$ cat src/rtl/cfeb_demux_phase_scan.sv
// Scans all 32 demux phase settings ({posneg, delay_is}), records which ones deliver
// the expected pattern, then parks the demux in the middle of the longest passing window.
module cfeb_demux_phase_scan #(
  parameter int WIDTH    = 16,
  parameter int SETTLE   = 20,
  parameter int TEST_LEN = 64
) (
  input  logic             clock,
  input  logic             reset_n,
  input  logic             start,
  input  logic             abort,
  input  logic [WIDTH-1:0] dout1st,
  input  logic [WIDTH-1:0] dout2nd,
  input  logic [WIDTH-1:0] pat1st,
  input  logic [WIDTH-1:0] pat2nd,
  output logic             posneg,
  output logic [3:0]       delay_is,
  output logic             demux_clr,
  output logic             busy,
  output logic             done,
  output logic             found,
  output logic [31:0]      pass_map,
  output logic [4:0]       best_idx
);

  typedef enum logic [2:0] {
    S_IDLE, S_CLEAR, S_SETTLE, S_TEST, S_RECORD, S_SELECT, S_DONE
  } state_t;

  localparam logic [9:0] SETTLE_LAST = 10'(SETTLE - 1);
  localparam logic [9:0] TEST_LAST   = 10'(TEST_LEN - 1);

  state_t      state, state_nxt;
  logic [9:0]  cnt;
  logic [4:0]  idx;
  logic        err;
  logic [4:0]  restore;
  logic [4:0]  run_start, best_start;
  logic [5:0]  run_len, best_len;
  logic        busy_st;
  logic        mismatch;
  logic [4:0]  mid;

  // Centre of a run, biased toward the lower index for even lengths.
  function automatic logic [4:0] mid_index(input logic [4:0] s, input logic [5:0] len);
    return 5'({1'b0, s} + ((len - 6'd1) >> 1));
  endfunction

  assign busy_st   = (state != S_IDLE) && (state != S_DONE);
  assign busy      = busy_st;
  assign demux_clr = (state == S_CLEAR);
  assign mismatch  = (dout1st != pat1st) || (dout2nd != pat2nd);
  assign mid       = mid_index(best_start, best_len);

  always_ff @(posedge clock or negedge reset_n) begin
    if (!reset_n) state <= S_IDLE;
    else          state <= state_nxt;
  end

  always_comb begin
    state_nxt = state;
    case (state)
      S_IDLE, S_DONE: if (start) state_nxt = S_CLEAR;
      S_CLEAR:        state_nxt = S_SETTLE;
      S_SETTLE:       if (cnt == SETTLE_LAST) state_nxt = S_TEST;
      S_TEST:         if (cnt == TEST_LAST) state_nxt = S_RECORD;
      S_RECORD:       state_nxt = (idx == 5'd31) ? S_SELECT : S_CLEAR;
      S_SELECT:       if (cnt[5]) state_nxt = S_DONE;
      default:        state_nxt = S_IDLE;
    endcase
    // abort outranks every other transition while a scan is running
    if (busy_st && abort) state_nxt = S_IDLE;
  end

  always_ff @(posedge clock or negedge reset_n) begin
    if (!reset_n) begin
      posneg     <= 1'b0;
      delay_is   <= 4'd0;
      done       <= 1'b0;
      found      <= 1'b0;
      pass_map   <= 32'd0;
      best_idx   <= 5'd0;
      restore    <= 5'd0;
      idx        <= 5'd0;
      cnt        <= 10'd0;
      err        <= 1'b0;
      run_start  <= 5'd0;
      run_len    <= 6'd0;
      best_start <= 5'd0;
      best_len   <= 6'd0;
    end else if (busy_st && abort) begin
      {posneg, delay_is} <= restore;
      done               <= 1'b0;
      found              <= 1'b0;
    end else begin
      case (state)
        S_IDLE, S_DONE: begin
          if (start) begin
            restore            <= {posneg, delay_is};
            {posneg, delay_is} <= 5'd0;
            idx                <= 5'd0;
            pass_map           <= 32'd0;
            done               <= 1'b0;
            found              <= 1'b0;
          end
        end
        S_CLEAR: cnt <= 10'd0;
        S_SETTLE: begin
          if (cnt == SETTLE_LAST) begin
            cnt <= 10'd0;
            err <= 1'b0;
          end else begin
            cnt <= cnt + 10'd1;
          end
        end
        S_TEST: begin
          cnt <= cnt + 10'd1;
          err <= err | mismatch;
        end
        S_RECORD: begin
          pass_map[idx] <= ~err;
          if (idx != 5'd31) begin
            idx                <= idx + 5'd1;
            {posneg, delay_is} <= idx + 5'd1;
          end else begin
            cnt        <= 10'd0;
            run_start  <= 5'd0;
            run_len    <= 6'd0;
            best_start <= 5'd0;
            best_len   <= 6'd0;
          end
        end
        S_SELECT: begin
          if (cnt[5]) begin
            found <= (best_len != 6'd0);
            done  <= 1'b1;
            if (best_len != 6'd0) begin
              best_idx           <= mid;
              {posneg, delay_is} <= mid;
            end else begin
              best_idx           <= 5'd0;
              {posneg, delay_is} <= restore;
            end
          end else begin
            cnt <= cnt + 10'd1;
            // strict '>' keeps the earliest run when lengths tie
            if (pass_map[cnt[4:0]]) begin
              run_len <= run_len + 6'd1;
              if (run_len == 6'd0) run_start <= cnt[4:0];
              if (run_len + 6'd1 > best_len) begin
                best_len   <= run_len + 6'd1;
                best_start <= (run_len == 6'd0) ? cnt[4:0] : run_start;
              end
            end else begin
              run_len <= 6'd0;
            end
          end
        end
        default: ;
      endcase
    end
  end

endmodule

$ cat config.mk
export PLATFORM = sky130hd
export DESIGN_NAME = cfeb_demux_phase_scan
export DESIGN_NICKNAME = d
export VERILOG_FILES = /design/src/rtl/cfeb_demux_phase_scan.sv
export SDC_FILE = /design/constraint.sdc
export NUM_CORES = 1
export LEC_CHECK = 0
export CORE_UTILIZATION = 25
export CTS_BUF_LIST = sky130_fd_sc_hd__clkbuf_4 sky130_fd_sc_hd__clkbuf_8
export CTS_CLUSTER_DIAMETER = 30
export CTS_CLUSTER_SIZE = 40
export DETAILED_ROUTE_END_ITERATION = 8
export HOLD_SLACK_MARGIN = 0.05
export PLACE_DENSITY = 0.51
export SKIP_LAST_GASP = 1
export SYNTH_ARGS = -nofsm -noshare
export SYNTH_HDL_FRONTEND = slang
export SYNTH_SLANG_ARGS = --single-unit
export TNS_END_PERCENT = 30
$ cat constraint.sdc
create_clock -name clock -period 2.5 [get_ports clock]
set_input_delay 0.5 -clock clock [delete_from_list [all_inputs] [get_ports clock]]
set_output_delay 0.5 -clock clock [all_outputs]
set_load 0.02 [all_outputs]
Yosys cells after proc, flatten, opt, wreduce, memory -nomap -nowiden
Index checks and enable logic that the tools add are counted.
{ "totals": {"ff_bits": 90, "latch_bits": 0, "ram_bits": 0, "rom_bits": 0, "elab_cells": 140, "mem_count": 0} }
{ "op_classes": {"add_sub_neg": 5, "mul": 0, "div_mod_pow": 0, "order_cmp": 4, "eq_ne": 25, "n_shift": 0, "muxes": 59, "bitwise": 3, "reduce_logical": 28} }
{ "op_table": {"columns": ["cell", "n"], "rows": [
  ["$pmux W32 S2", 1],
  ["$mux W5", 10],
  ["$pmux W10 S5", 1],
  ["$mux W6", 6],
  ["$bwmux W32", 1],
  ["$mux W32", 1],
  ["$ne A16 B16 Y1", 2],
  ["$mux W10", 3],
  ["$pmux W5 S2", 3],
  ["$pmux W6 S2", 2],
  ["$mux W4", 5],
  ["$reduce_and A4 Y1", 5],
  ["$mux W3", 6],
  ["$ne A3 B3 Y1 const B", 6],
  ["$pmux W3 S6", 1],
  ["$reduce_and A3 Y1", 6],
  ["$ne A2 B2 Y1 const B", 7],
  ["$lt A5 B6 Y1 const B", 2],
  ["$mux W1", 12],
  ["$pmux W4 S3", 1],
  ["$add A10 B1 Y10 const B", 1],
  ["$eq A10 B5 Y1 const B", 1],
  ["$eq A10 B6 Y1 const B", 1],
  ["$eq A3 B3 Y1 const B", 3],
  ["other kinds (28)", 37]
]} }

Depth between registers and ports, before layout
{ "logic_depth": {"word_depth": 6, "depth_mapped": 13} }

Worst setup path before layout
OpenSTA, ideal clock, no wires.
{ "synth_path": {"kind": "register to register", "start": "register idx[2]", "end": "register best_len[3]", "setup_time_ns": 0.121, "arrival_time_ns": 2.657, "required_time_ns": 2.379, "setup_slack_ns": -0.278, "stages_incl_launch_ff": 14, "path_buffers": 5, "cell_sequence": "dfrtp_1 -> clkbuf_1 -> clkbuf_1 -> clkbuf_1 -> and3_1 -> ha_1 -> clkbuf_1 -> o21bai_1 -> a22oi_2 -> nand2_1 -> a221oi_2 -> o21ai_2 -> buf_6 -> a22o_1"} }
{ "synth_between": {"elab_chain_len": 3} }
{ "synth_lines": {"columns": ["element", "line_no", "source"], "rows": [
  ["start, declared", "35", "logic [4:0] idx;"],
  ["start signal, assigned", "123", "idx <= idx + 5'd1;"],
  ["$ne A5 B5 Y1", "122", "if (idx != 5'd31) begin"],
  ["$ne A2 B2 Y1 (no source line)", null, null],
  ["$reduce_and A6 Y1 (no source line)", null, null],
  ["end signal, assigned", "151", "best_len <= run_len + 6'd1;"],
  ["end, declared", "39", "logic [5:0] run_len, best_len;"]
]} }
No other way between the ends.
A chain may end at the register's enable or synchronous reset.

Worst setup path after layout
{ "layout_path": {"start": "register state[2]", "end": "output busy"} }
{ "layout_between": {"elab_chain_len": 2, "elab_cells_between_ends": 3} }
{ "layout_lines": {"columns": ["element", "line_no", "source"], "rows": [
  ["start, declared", "33", "state_t state, state_nxt;"],
  ["start signal, assigned", "57", "else state <= state_nxt;"],
  ["$ne A3 B3 Y1 or $reduce_bool A3 Y1 (tied branches)", "49", "assign busy_st = (state != S_IDLE) && (state != S_DONE);"],
  ["$logic_and A1 B1 Y1 *", "49", null],
  ["end, declared", "19", "output logic busy,"]
]} }
Every way passes the cells marked *; elsewhere a longest branch is shown, timed or not.

==> results.json <==
{
  "tightest_slew_ns": 0.553,
  "die_w_microns": 154,
  "fin_nets": 859,
  "diodes": 0,
  "final_cell_mix": "clkdlybuf4s50_1, dfrtp_1, o21ai_0",
  "die_y_microns": 154,
  "place_ws_ns": -0.0486,
  "drt_iter0_markers": 350,
  "grt_pass1_vias": 5307,
  "cap_viol_max_count": 0,
  "grt_max_degree": 58,
  "clk_latency_ns": 0.38,
  "antenna_found_initial": 0,
  "critPathRequiredTime_ns": 2.00,
  "max_freq_mhz": 406,
  "critPathArrivalTime_ns": 1.96,
  "htree_levels": 3,
  "place.gp.congestion": 0.822,
  "drtPass1Iterations": 5,
  "synth.area.mux_share_pct": 6.11,
  "avgSynthCellArea_sq_um": 9.08,
  "place_hpwl_mm": 13.1,
  "synth_nets": 729,
  "cts_buffers": 9,
  "ys_ff_latch": 90,
  "io_pins": 114,
  "synthArstFlopShare_pct": 100,
  "cts_tree": "built",
  "layout_commonest_cell": "clkdlybuf4s50_1",
  "finalClockSkew_ns": 0.0113,
  "setup_ws_ns": 0.0371,
  "worstHoldPathType": "primary input to async pin",
  "via_count": 5214,
  "tns_ns": 0,
  "fin_crit_sh_pct": 98.5,
  "synth-compound-area-share_pct": 22.1,
  "avgViaCountPerCell": 4.94,
  "slew_violations": 0,
  "ir_worst_vdd_mv": 0.271,
  "worst_setup_path_start_kind": "register",
  "wirelength_mm": 17.6,
  "drive_above_1_share_pct": 12.3,
  "synth_top_family_by_area": "compound AO/OA/AOI/OAI gates",
  "power_density_mw_per_mm2": 711,
  "synth_area_sq_mm": 0.00579,
  "clockRootBuffer": "clkbuf_8",
  "synth_edf_count": 0,
  "start_util_pct": 25.5,
  "synth_cell_types": 65,
  "grt_pass1_wl_mm": 29.1,
  "synth_xor_area_share_pct": 7.80,
  "portBuffers": 113,
  "clkTransAtPathRegs_ns": 0.09,
  "final_util_pct": 33.7,
  "ant_nets": 0,
  "relSlewSlack_pct": 63.1,
  "syn_inst": 638,
  "wl_per_cell_microns": 16.6,
  "finalSetupViolCount": 0,
  "worstSetupEndpointType": "output pin",
  "rsz0062_at_grt": "true",
  "yosys.area_share.simple_pct": 14.9,
  "num_rows": 55,
  "period_needed_ns": 2.46,
  "seqCellArea_sq_mm": 0.00226,
  "synthToLayoutAreaGrowth_pct": 32.0,
  "critPathMaxFanout": 7,
  "hold_violations": 0,
  "synth-main-ff-cell": "dfrtp_1",
  "crit_type": "register to output pin",
  "synthAdderAreaFrac_pct": 5.10,
  "outcome": "finished clean",
  "fill_cells": 2354,
  "core_sq_mm": 0.0227,
  "drc": 0,
  "cts_sinks": 90,
  "cts_buffer_depth": 2,
  "rrSetupSlack_ns": 0.08,
  "globalRouteOverflowTotal": 0,
  "ys_warn_count": 0,
  "cts_hold_buf": 0,
  "dieArea_sq_mm": 0.0238,
  "ys_seq_area_share_pct": 38.9,
  "grt_use_total_pct": 15.5,
  "total_leakage_power_uw": 0.00316,
  "multi_input_area_sq_mm": 0.00328
}
logic make-up after synthesis:
logic type                 after synthesis
adders and majority gates               23
DFF                                     90
xor gates and xnor gates                50
muxes                                   29
AOI/OAI and AO/OA                      209
buffers and inverters                   64
and+or+nand+nor                        173
power by group:
group          internal [uW]  total (uW)  switching [uW]
clock network            386         917             531
logic                   1150        2660            1510
registers               1660        1860             201
flip-flops by register name, summed over array words and instances, names as in the netlist:
name        count
best_start      5
idx             5
best_idx        5
state           3
run_start       5
best_len        6
run_len         6
cnt            10
found           1
posneg          1
err             1
done            1
restore         5
delay_is        4
pass_map       32
cells in the mapped netlist (3+ instances only):
cell / n / area, sq um
dfrtp_1: 90 / 2250
o21ai_0: 79 / 395
nand2_1: 48 / 180
a21oi_1: 44 / 220
nor2_1: 40 / 150
xnor2_1: 40 / 350
clkbuf_1: 25 / 93.8
ha_1: 22 / 275
inv_1: 22 / 82.6
nand3_1: 20 / 100
o21ai_1: 17 / 85.1
a22o_1: 16 / 140
mux2i_1: 14 / 140
nand4_1: 13 / 81.3
mux2_2: 10 / 113
nand2b_1: 9 / 56.3
xor2_1: 9 / 78.8
and3_1: 7 / 43.8
nor2b_1: 7 / 43.8
buf_2: 6 / 30.0
nor3_1: 6 / 30.0
o31ai_1: 6 / 45.0
a22oi_1: 5 / 37.5
a31oi_1: 5 / 31.3
nor4_1: 5 / 31.3
o22ai_1: 5 / 31.3
a21o_1: 4 / 30.0
and2_1: 4 / 25.0
mux4_2: 4 / 90.1
or3_1: 4 / 25.0
a211oi_1: 3 / 22.5
buf_4: 3 / 22.5
buf_6: 3 / 33.8
o211ai_1: 3 / 22.5
final cells by class:
cell class / instances / share of cell area, %
tap: 285 / 4.66
sequential: 90 / 29.5
clock inverter: 3 / 0.229
multi-input combinational: 484 / 42.9
inverter: 24 / 1.18
timing repair buffer: 159 / 19.7
clock buffer: 11 / 1.90
worst paths after layout:
kind	startpoint	cells after the start	endpoint
setup reg to reg	best_len[1]	11	posneg
hold reg to reg	best_idx[3]	2	best_idx[3]
max in group asynchronous	reset_n	2	pass_map[29]
min in group clock	best_idx[3]	2	best_idx[3]
hold / removal	reset_n	1	run_len[2]
setup / recovery	state[2]	3	busy
metal layers:
layer / track usage, % / up-vias / share of wire, %
met4: 4.24 / 0 / 1.1
met3: 2.77 / 14 / 4.6
met1: 21.3 / 2528 / 47
met2: 25.0 / 115 / 47
li1: - / 2557 / -
met5: 0 / - / 0
worst max-delay path, stage by stage (launching register included):
cell and delay (ns):
dfrtp_1 0.46, or2b_2 0.34, nand3_2 0.14, clkdlybuf4s50_1 0.63
repair_timing:
action                     CTS  global route
setup buffers                1             0
gates resized for setup      3             7
pin swaps                    1             5
setup endpoints to repair   12            15
metrics by stage:
stage | power [uW] | cell area (sq um) | instances | hold slack (ns)
3_5_place_dp | 4510 | 7430 | 1041 | 0.474
4_1_cts | 5490 | 7620 | 1056 | 0.0690
2_1_floorplan | 3510 | 5800 | 638 | 0.204
5_1_grt | 5880 | 7650 | 1056 | 0.0794
3_3_place_gp | 4520 | 7430 | 1041 | 0.476
6_report | 5440 | 7650 | 1056 | 0.0715
No activity file was read; power rests on OpenSTA's default activity.
==> RTL edit (config.mk and constraints unchanged) <==
`WIDTH`: 16 -> 32.
--- a/src/rtl/cfeb_demux_phase_scan.sv
+++ b/src/rtl/cfeb_demux_phase_scan.sv
@@ -1,7 +1,7 @@
 // Scans all 32 demux phase settings ({posneg, delay_is}), records which ones deliver
 // the expected pattern, then parks the demux in the middle of the longest passing window.
 module cfeb_demux_phase_scan #(
-  parameter int WIDTH    = 16,
+  parameter int WIDTH    = 32,
   parameter int SETTLE   = 20,
   parameter int TEST_LEN = 64
 ) (
Ports: changed (resized dout1st, dout2nd, pat1st and pat2nd); port bits go from 114 to 178. No check against the original RTL was run, so the function may have changed too.
==> RTL edit against the unedited design <==
- sequential share of layout area decreased by 3.8 points
- sequential cell count stayed put
- register-to-register slack better by 0.02 ns
- utilization up 3.6 points
- final cell count grew 14%
- cell area rose by 15%
- combinational power down 7.9%
- total power fell by 4.2%
- clock skew down 0.0018 ns
- non-clock buffer count increased by 78
- routed wire length is 17% higher
- setup slack improved by 0.031 ns
- area after synthesis rose by 4.0%
- critical path type unchanged
- largest cell class unchanged
- highest routed layer unchanged
==> RTL edit: results (changes against the unedited design) <==
| Metric | Value |
|---|---|
| Filler cells | `2416 (+2.6%)` |
| Multi-In Gates | `525 (+8.5%)` |
| Wire length on met3 | `790 um (-2.0%)` |
| Dpl ws | `-0.05034 ns (-0.001709 ns)` |
| Top post-synthesis cells by count | `dfrtp_1, xnor2_1, o21ai_1, nand2_1, a21oi_1` |
| Post-DP HPWL | `16090 um (+23%)` |
| Worst Hold Slack | `0.1423 ns (+0.07079 ns)` |
| Placed Cells incl. Taps | `1190 (+14%)` |
| Slew headroom | `53.36% (-9.8 points)` |
| Multi-input combinational cell area | `0.003618 mm2 (+10%)` |
| Metal1 wirelength | `9650 um (+17%)` |
| Tot GR Track Use | `17.45% (+1.9 points)` |
| Non-CTS buffers | `237 (+49%)` |
| GR Util met3 | `3.304% (+0.53 points)` |
| Clock-cell share of area | `2.183% (+0.056 points)` |
| Global-route wire length before repair | `33280 um (+14%)` |
| Crit path max fanout | `10 (+3)` |
| Top post-synthesis cells by area | `dfrtp_1, xnor2_1, o21ai_1` |
| Synth Net Count | `830 (+14%)` |
| Signal buffers share of area | `25.29% (+5.6 points)` |
| GP Congestion | `0.8251 (+0.43%)` |
| Vias in the first global route | `5941 (+12%)` |
| # nets final | `1041 (+21%)` |
| Share of cells above drive strength 1 | `12.02% (-0.30 points)` |
| Grt met2 use | `28.76% (+3.8 points)` |
| Critical path endpoint | `demux_clr` |
| Inverters | `23 (-4.2%)` |
| Storage element area | `0.002257 mm2 (about the same)` |
| Crit share post-route | `97.30% (-1.2 points)` |
| Number of distinct library cells after synthesis | `59 (-9.2%)` |
| Status | `finished, final reports clean` |
| WL met2 | `9875 um (+18%)` |
| WL final | `20640 um (+17%)` |
| R2r setup slk | `0.10 ns (+0.02 ns)` |
| Largest net degree at the start of global routing | `53 (-8.6%)` |
| Number of clock-tree buffers in the layout | `9 (-2)` |
| Crit path from | `state[1]` |
| Post-CTS Setup Inserts | `0 (-1)` |
| Drt wl/cell | `17.07 um (+2.6%)` |
| Vias per cell | `4.786 (-3.1%)` |
==> RTL edit: metrics by stage <==
stage | cell area, um2 | TNS [ns]
floorplan | 6067 | 0
global placement | 8483 | 0
detailed placement | 8483 | -0.2405
CTS | 8673 | 0
global route | 8771 | -0.5192
finish | 8771 | 0
==> RTL edit: cell families after synthesis <==
group,synth area share [%]
buf+inv,3.944
flops,37.37
xor+xnor,12.14
compound gates,21.13
mux,5.252
fa+ha+maj,4.899
simple gates,15.26
==> RTL edit: worst reg2reg max path, cell delays in order (launching register included) <==
cell and delay [ns]:
dfrtp_1 0.38, inv_2 0.07, ha_4 0.25, inv_2 0.03
ha_4 0.15, fa_2 0.40, a21o_1 0.18, a21oi_2 0.12
xnor3_1 0.26, o31ai_2 0.26, a22oi_1 0.09, a21oi_1 0.13
==> RTL edit: where the power goes <==
group	leakage (nW)	total (mW)	switching [mW]	internal, mW
sequential	1.22	1.72	0.124	1.59
combinational	2.20	2.45	1.40	1.05
clock	0.0917	1.04	0.581	0.460
